<file path="src/rtl/sym_timing_pkg.sv">
`default_nettype none
// ============================================================================
// Module      : sym_timing_pkg
// Description : Shared types, defaults and half-period clamp for the
//               symbol timing generator.
// Revision    : 1.0 - initial release
// ============================================================================
package sym_timing_pkg;

    typedef enum logic {MODE_1BPS, MODE_2BPS} sym_mode_t;

    localparam int DEFAULT_CNT_W = 7;
    localparam int DEFAULT_HALF  = 64;

    // Zero would stall the divider; anything above the counter range would
    // never reach its terminal count.
    function automatic int unsigned clamp_half(input int unsigned req,
                                               input int unsigned max_half);
        if (req == 32'd0)
            return 32'd1;
        else if (req > max_half)
            return max_half;
        else
            return req;
    endfunction

endpackage
`default_nettype wire

</file>
<file path="src/rtl/sym_div_ctrl.sv">
`default_nettype none
// ============================================================================
// Module      : sym_div_ctrl
// Description : Pending/active register pair for the half-period and mode,
//               with busy flag; pending values commit on an apply pulse.
// Revision    : 1.0 - initial release
// ============================================================================
module sym_div_ctrl #(
    parameter int CNT_W        = sym_timing_pkg::DEFAULT_CNT_W,
    parameter int DEFAULT_HALF = sym_timing_pkg::DEFAULT_HALF
) (
    input  logic                        clk,
    input  logic                        rst,
    input  logic [CNT_W:0]              i_div_half,
    input  logic                        i_div_load,
    input  logic                        i_mode,
    input  logic                        i_apply,
    output logic                        o_div_busy,
    output logic [CNT_W:0]              o_half,
    output sym_timing_pkg::sym_mode_t   o_mode
);
    import sym_timing_pkg::*;

    localparam int          HW         = CNT_W + 1;
    localparam int unsigned C_MAX_HALF = 32'd1 << CNT_W;

    logic [HW-1:0] w_clamped;
    logic [HW-1:0] r_pend_half;
    sym_mode_t     r_pend_mode;
    logic          r_busy;
    logic [HW-1:0] r_half;
    sym_mode_t     r_mode;

    assign w_clamped = HW'(clamp_half(32'(i_div_half), C_MAX_HALF));

    // A load coinciding with an apply still commits the older pending pair;
    // the new request stays pending for the following symbol boundary.
    always_ff @(posedge clk) begin
        if (rst) begin
            r_pend_half <= HW'(DEFAULT_HALF);
            r_pend_mode <= MODE_1BPS;
            r_busy      <= 1'b0;
            r_half      <= HW'(DEFAULT_HALF);
            r_mode      <= MODE_1BPS;
        end else begin
            if (i_apply && r_busy) begin
                r_half <= r_pend_half;
                r_mode <= r_pend_mode;
            end
            if (i_div_load) begin
                r_pend_half <= w_clamped;
                r_pend_mode <= sym_mode_t'(i_mode);
                r_busy      <= 1'b1;
            end else if (i_apply) begin
                r_busy <= 1'b0;
            end
        end
    end

    assign o_div_busy = r_busy;
    assign o_half     = r_half;
    assign o_mode     = r_mode;

endmodule
`default_nettype wire

</file>
<file path="src/rtl/symbol_timing_gen.sv">
`default_nettype none
// ============================================================================
// Module      : symbol_timing_gen
// Description : Run-time programmable 50%-duty symbol clock with symbol,
//               half and bit strobes plus an in-symbol phase index.
// Revision    : 1.0 - initial release
// ============================================================================
module symbol_timing_gen #(
    parameter int CNT_W        = sym_timing_pkg::DEFAULT_CNT_W,
    parameter int DEFAULT_HALF = sym_timing_pkg::DEFAULT_HALF
) (
    input  logic             clk,
    input  logic             reset,
    input  logic             en,
    input  logic [CNT_W:0]   div_half,
    input  logic             div_load,
    input  logic             mode,
    output logic             div_busy,
    output logic [CNT_W-1:0] count,
    output logic [CNT_W:0]   phase,
    output logic             sym_clk,
    output logic             sym_strobe,
    output logic             half_strobe,
    output logic             bit_strobe,
    output logic             bit_idx
);
    import sym_timing_pkg::*;

    localparam int HW = CNT_W + 1;

    logic [CNT_W-1:0] r_count;
    logic [HW-1:0]    r_phase;
    logic             r_sym_clk;
    logic             r_sym_strobe;
    logic             r_half_strobe;
    logic             r_bit_strobe;
    logic             r_bit_idx;

    logic [HW-1:0]    w_half;
    sym_mode_t        w_mode;
    logic [HW-1:0]    w_half_m1;
    logic             w_wrap;
    logic             w_rise;
    logic             w_fall_bit;

    sym_div_ctrl #(
        .CNT_W        (CNT_W),
        .DEFAULT_HALF (DEFAULT_HALF)
    ) u_div_ctrl (
        .clk        (clk),
        .rst        (reset),
        .i_div_half (div_half),
        .i_div_load (div_load),
        .i_mode     (mode),
        .i_apply    (w_rise),
        .o_div_busy (div_busy),
        .o_half     (w_half),
        .o_mode     (w_mode)
    );

    assign w_half_m1  = w_half - HW'(1);
    assign w_wrap     = en && ({1'b0, r_count} == w_half_m1);
    assign w_rise     = w_wrap && !r_sym_clk;
    assign w_fall_bit = w_wrap && r_sym_clk && (w_mode == MODE_2BPS);

    // Strobes are registered alongside the toggle so they line up with the
    // first cycle of the new sym_clk level.
    always_ff @(posedge clk) begin
        if (reset) begin
            r_count       <= '0;
            r_phase       <= HW'(DEFAULT_HALF);
            r_sym_clk     <= 1'b0;
            r_sym_strobe  <= 1'b0;
            r_half_strobe <= 1'b0;
            r_bit_strobe  <= 1'b0;
            r_bit_idx     <= 1'b0;
        end else begin
            r_half_strobe <= w_wrap;
            r_sym_strobe  <= w_rise;
            r_bit_strobe  <= w_rise || w_fall_bit;
            if (en) begin
                if (w_wrap) begin
                    r_count   <= '0;
                    r_sym_clk <= ~r_sym_clk;
                end else begin
                    r_count <= r_count + CNT_W'(1);
                end
                if (w_rise) begin
                    r_phase   <= '0;
                    r_bit_idx <= 1'b0;
                end else begin
                    r_phase <= r_phase + HW'(1);
                end
                if (w_fall_bit)
                    r_bit_idx <= 1'b1;
            end
        end
    end

    assign count       = r_count;
    assign phase       = r_phase;
    assign sym_clk     = r_sym_clk;
    assign sym_strobe  = r_sym_strobe;
    assign half_strobe = r_half_strobe;
    assign bit_strobe  = r_bit_strobe;
    assign bit_idx     = r_bit_idx;

endmodule
`default_nettype wire

</file>
<file path="config.mk">
export PLATFORM = sky130hd
export DESIGN_NAME = symbol_timing_gen
export DESIGN_NICKNAME = d
export VERILOG_FILES = /design/src/rtl/sym_timing_pkg.sv /design/src/rtl/sym_div_ctrl.sv /design/src/rtl/symbol_timing_gen.sv
export SDC_FILE = /design/constraint.sdc
export NUM_CORES = 1
export LEC_CHECK = 0
export BUFFER_PORTS_ARGS = -buffer_cell sky130_fd_sc_hd__buf_4
export CAP_MARGIN = 5
export CORE_ASPECT_RATIO = 1.75
export CORE_MARGIN = 4
export CORE_UTILIZATION = 50
export CTS_CLUSTER_DIAMETER = 30
export DETAILED_ROUTE_END_ITERATION = 8
export GPL_TIMING_DRIVEN = 0
export PLACE_DENSITY_LB_ADDON = 0.2
export SLEW_MARGIN = 20
export SYNTH_ARGS = -nofsm -noshare
export SYNTH_HDL_FRONTEND = slang
export SYNTH_SLANG_ARGS = --single-unit
</file>
<file path="constraint.sdc">
create_clock -name clk -period 3 [get_ports clk]
set_clock_uncertainty 0.2 [all_clocks]
set_input_delay 0.15 -clock clk [delete_from_list [all_inputs] [get_ports clk]]
set_output_delay 0.15 -clock clk [all_outputs]
set_load 0.02 [all_outputs]
</file>
==> results_dict.tcl, run 1 <==
set metrics [dict create \
    clk_latency_ns 0.29 \
    drv_slew 0 \
    start_kind "flop" \
    hold_viol 0 \
    first_pass_iters 4 \
    drt_iter0_markers 26 \
    io_buffers 33 \
    drt-total-wl_um 3750 \
    grt_pass1_vias 1485 \
    clk_pin_slew_worst_paths_ns 0.07 \
    initial_core_util_pct 52.81 \
    synth_warnings 0 \
    dieArea_um2 4734 \
    numCtsBuffers 5 \
    worst_pin_slew_ns 0.5738 \
    max-slew-margin-rel_pct 61.52 \
    powerDensity_nw_per_um2 416.7 \
    max_freq_mhz 355.5 \
    yosys.area.top_type_share_pct 42.62 \
    grtUsageTotal_pct 17.77 \
    yosysSeqAreaShare_pct 42.62 \
    synth.distinct_cells 39 \
    grt_pass1_wl_um 6251 \
    drive_above_1_share_pct 18.90 \
    hold-worst-slack_ns 0.07773 \
    place_congestion 0.8211 \
    post_cts_buffers 0 \
    ir_drop_mv 0.3825 \
    cts_tree "done" \
    r2r_cells 10 \
    hold_path_depth 5 \
    synth_cells 205 \
    root_buffer "clkbuf_8" \
    drt-vias-per-instance 5.201 \
    syn2layout_area_growth_pct 27.25 \
    maxCapViolCount 0 \
    period_needed_ns 2.813 \
    die_y_um 88.07 \
    synth_area_um2 1832 \
    worstSetupPathType "flop to flop" \
    ys_top_cells_by_area "dfxtp_1 (43%), nand2b_1 (6.8%), nor2_1 (6.6%)" \
    crit_fanout 9 \
    grt.overflow.total 0 \
    stdcell_count 299 \
    clock-sinks 39 \
    synth_area_leader_cell "dfxtp_1" \
    drt-wirelength-per-cell_um 12.54 \
    fin_nets 269 \
    synth_seq_cells 39 \
    finalCritPeriodShare_pct 93.77 \
    antenna_cells 0 \
    antenna_found_initial 0 \
    leakage_nw 0.9659 \
    synth_nets 221 \
    synth_area_per_cell_um2 8.935 \
    ios 34 \
    critPathArrivalTime_ns 2.78 \
    rrSetupSlack_ns 0.19 \
    setup_viol 0 \
    drcViolationCount 0 \
    hpwlAfterDp_um 2709 \
    via_count 1555 \
    ant_nets 0 \
    cts_buffer_depth 2 \
    crit_path_end_kind "flop" \
    die_w_um 53.76 \
    outcome "finished, final reports clean" \
    ctsHtreeMaxLevel 2 \
    grt_max_degree 13 \
    dp.cells 283 \
    core_um2 3468 \
    finalSetupTns_ns 0 \
    hold_path_class "primary input to flop" \
    row_count 28 \
    cp.required_ns 2.97 \
    rsz0062_at_grt "no" \
]
-- report_power, final --
| part | internal [mW] | switching, mW |
|---|---|---|
| Clock | 0.162 | 0.182 |
| Combinational | 0.0456 | 0.0417 |
| Sequential | 0.529 | 0.0108 |
| Total | 0.737 | 0.234 |
-- stage by stage --
step	worst slack, ns	power (mW)	utilization, %	cell area, um2
global route	0.01700	1.021	67.21	2331
floorplan	0.1884	0.5935	-	1832
detailed placement	-0.2606	0.6281	61.58	2136
finish	0.1868	0.9714	67.21	2331
CTS	0.08439	0.9807	67.14	2328
global placement	-0.2544	0.6262	61.58	2136
-- kinds of logic after synthesis --
logic type      after synthesis  share of synthesized area, %
simple gates                 87                         24.39
compound gates               30                         12.16
flops                        39                         42.62
fa+ha+maj                     3                         2.049
xor+xnor                     19                         9.085
buf+inv                      16                         3.688
mux                          11                         6.011
-- per-layer routing --
metal  wire, um  GRT usage, %
met3        156         4.089
met4         97         8.372
met5          0             0
met1       1458         18.14
met2       2038         32.34
-- layout make-up --
class,instances,area [um2]
Buffer,7,33.78
Fill cell,307,1137
Clock buffer,6,72.57
Inverter,7,26.28
Tap cell,45,56.30
Timing Repair Buffer,43,347.8
Multi-Input combinational cell,150,998.5
Sequential cell,39,783.3
Clock inverter,2,12.51
-- registers in the layout, summed over array words and instances, names as in the netlist, 7 cells and up --
| name | count |
|---|---|
| count | 7 |
| phase | 8 |
| u_div_ctrl.o_half | 8 |
| u_div_ctrl.r_pend_half | 8 |
-- worst max-delay path, stage by stage, from the launching register on --
cell and delay, ns:
dfxtp_2 0.39, inv_1 0.06, ha_1 0.18, clkbuf_1 0.18, nor2b_1 0.17, or3_1 0.39
a31oi_4 0.24, o211ai_4 0.16, or3b_1 0.42, buf_6 0.17, mux2i_1 0.12
-- synthesized netlist by cell type --
master and count:
a2111o_1 1, a211oi_1 2, a21o_1 2, a21oi_1 7, a21oi_2 1, a22oi_1 5, a2bb2oi_1 1, a31oi_1 2
and3b_1 1, buf_6 1, clkbuf_1 8, clkinv_1 1, dfxtp_1 39, ha_1 3, inv_1 6, mux2i_1 11
nand2_1 8, nand2b_1 20, nand3_1 6, nand3b_1 2, nand4_1 4, nor2_1 32, nor2b_1 2, nor3_1 4
nor3b_1 1, nor4_1 2, o2111ai_1 1, o211ai_4 1, o21ai_0 3, o21ba_2 1, o21bai_1 1, o31ai_1 1
o32ai_1 1, or2b_1 1, or3_1 2, or3b_1 1, or4_4 1, xnor2_1 8, xor2_1 11
-- cell usage in the layout, fill, tap and decap left out, drive strengths merged, types with 3 or more instances in the layout --
cell type	netlist	routed
a21oi	8	8
a22oi	5	5
buf	1	34
clkbuf	8	12
dfxtp	39	39
dlygate4sd3	0	10
ha	3	3
inv	6	6
mux2i	11	11
nand2	8	8
nand2b	20	20
nand3	6	6
nand4	4	4
nor2	32	32
nor3	4	4
o21ai	3	3
xnor2	8	8
xor2	11	11
-- what timing repair did --
item	4_1_cts	5_1_grt
endpoints found under the hold margin	9	0
setup endpoints to repair	17	9
resized for setup	2	2
pin swaps	0	0
hold buffers	10	0
-- worst paths after layout --
check,endpoint,start
max,u_div_ctrl.o_half[0],u_div_ctrl.o_half[0]
min,u_div_ctrl.r_pend_half[0],div_half[0]
max reg2reg,u_div_ctrl.o_half[0],u_div_ctrl.o_half[0]
min reg2reg,u_div_ctrl.o_half[1],u_div_ctrl.r_pend_half[1]
No activity file was read; power rests on OpenSTA's default activity.
==> run 2, diff against run 1 <==
==> constraint.sdc (replaced) <==
create_clock -name clk -period 3 [get_ports clk]
set_clock_uncertainty 0.2 [all_clocks]
set_input_delay 0 -clock clk [delete_from_list [all_inputs] [get_ports clk]]
set_output_delay 0 -clock clk [all_outputs]
set_load 0.02 [all_outputs]
==> run 2 against run 1 <==
Worst setup slack got worse by 0.00070 ns. Via count increased by 0.90%. Die area unchanged. Flip-flop and latch count unchanged. Sequential share of layout area decreased by 0.43 points. Combinational power increased by 3.7%. Clock-buffer cell count unchanged. Critical path type unchanged. Critical endpoint unchanged. Highest routed layer unchanged.
==> results_dict.tcl, run 2 (synthesis gave the netlist of run 1 again) <==
set metrics [dict create \
    fin_nets 272 \
    ctsHtreeMaxLevel 2 \
    start_kind "flop" \
    hold_viol 0 \
    setup_slack_ns 0.1861 \
    worstPathCellList "inv_1, ha_1, clkbuf_1, nor2b_1, or3_1, a31oi_4, o211ai_4, or3b_1, buf_6, mux2i_1" \
    worst_pin_slew_ns 0.5753 \
    row_count 28 \
    grtUsageTotal_pct 17.60 \
    drt-wirelength-per-cell_um 12.40 \
    grt_max_degree 13 \
    initial_core_util_pct 52.81 \
    grt_pass1_wl_um 6210 \
    placed_cell_area_um2 2136 \
    rsz0062_at_grt "no" \
    hold_path_class "primary input to flop" \
    n_fill_cell 302 \
    ir_drop_mv 0.3771 \
    stdcell_area_um2 2361 \
    ff_latch_area_um2 783.3 \
    syn2layout_area_growth_pct 28.89 \
    ant_nets 0 \
    wl_met3_um 163 \
    antenna_cells 0 \
    top_layer_used "met4" \
    route.met2.wl_um 2016 \
    numCtsBuffers 5 \
    multiInputGateArea_um2 998.5 \
    max_freq_mhz 355.4 \
    antenna_found_initial 0 \
    leakage_nw 0.9784 \
    die_y_um 88.07 \
    rrSetupSlack_ns 0.19 \
    cp.required_ns 2.97 \
    via_count 1569 \
    cts_buffer_depth 2 \
    place_ws_ns -0.2606 \
    finalCritPeriodShare_pct 93.80 \
    period_needed_ns 2.814 \
    maxCapViolCount 0 \
    place_congestion 0.8211 \
    wirelength_met1_um 1472 \
    clk_pin_slew_worst_paths_ns 0.07 \
    grt_pass1_vias 1495 \
    setup_viol 0 \
    critPathArrivalTime_ns 2.79 \
    grt.overflow.total 0 \
    dieArea_um2 4734 \
    drv_slew 0 \
    drt-total-wl_um 3745 \
    worst_path_largest_cell_delay_ns 0.42 \
    powerDensity_nw_per_um2 412.4 \
    layout_commonest_cell "dfxtp_1" \
    worstSetupPathType "flop to flop" \
    mostFrequentLayoutCells "dfxtp_1 (37), buf_4 (33), nor2_1 (32)" \
    post_cts_buffers 0 \
    clk_latency_ns 0.29 \
    clock-sinks 39 \
    crit_path_end_kind "flop" \
    final_core_util_pct 68.07 \
    outcome "finished, final reports clean" \
    drt_iter0_markers 22 \
    ios 34 \
    cts_tree "done" \
    max-slew-margin-rel_pct 61.41 \
    io_buffers 33 \
    die_w_um 53.76 \
    crit_slowest_cell "or3b_1" \
    first_pass_iters 4 \
    drive_above_1_share_pct 18.68 \
    crit_fanout 9 \
    root_buffer "clkbuf_8" \
    core_um2 3468 \
    hpwlAfterDp_um 2709 \
    drcViolationCount 0 \
    hold-worst-slack_ns 0.08038 \
    drt-vias-per-instance 5.195 \
]
[run 2: cell count changes in the layout (fill, tap and decap cells not counted), sizes merged]
cell	change
dlygate4sd3	+3
[run 2: worst max-delay path, delay by kind of cell (launching register included)]
kind                     cells  cell delay, ns
flip-flops                   1            0.39
multiplexers                 1            0.12
adder cells (fa/ha/maj)      1            0.18
AND/OR/NAND/NOR              3            0.98
buffers and inverters        3            0.41
AO/OA/AOI/OAI                2            0.40
[run 2: repair_timing]
action                                  in CTS  in global routing
hold endpoints to repair                    18                  0
hold buffers                                13                  0
endpoints found under the setup margin      17                  9
gates resized for setup                      2                  2
pin swaps                                    0                  0
[run 2: per-stage QoR]
stage                     cells  total power [mW]  TNS, ns
after floorplan             205            0.5935        0
after global placement      283            0.6262   -2.911
after detailed placement    283            0.6281   -2.944
after CTS                   302            0.9838        0
after global routing        302             1.024        0
final                       302            0.9737        0
[run 2: metal layers]
layer	vias to the layer above	global-route usage, %
met5	-	0
met3	10	4.089
met1	723	17.93
met2	34	32.01
li1	802	-
met4	0	8.372
[run 2: report_power, final]
group	switching, mW	internal (mW)	total, mW
clock	0.181	0.162	0.343
combinational	0.0423	0.0482	0.0905
sequential	0.0108	0.529	0.540
[run 2: layout make-up]
type / count / area share (%)
plain buffers: 7 / 1.431
clock buffers: 6 / 3.074
clock inverters: 2 / 0.5299
inverters: 7 / 1.113
multi-input cells: 150 / 42.29
flip-flops and latches: 39 / 33.17
well taps: 45 / 2.385
repair buffers: 46 / 16.00
[run 2: path summary, 6_finish.rpt]
kind,start,to,cells after the start
worst max-delay path,u_div_ctrl.o_half[0],u_div_ctrl.o_half[0],10
worst min-delay path,div_half[6],u_div_ctrl.r_pend_half[0],6
worst max register to register,u_div_ctrl.o_half[0],u_div_ctrl.o_half[0],10
worst min register to register,u_div_ctrl.r_pend_half[1],u_div_ctrl.o_half[1],2
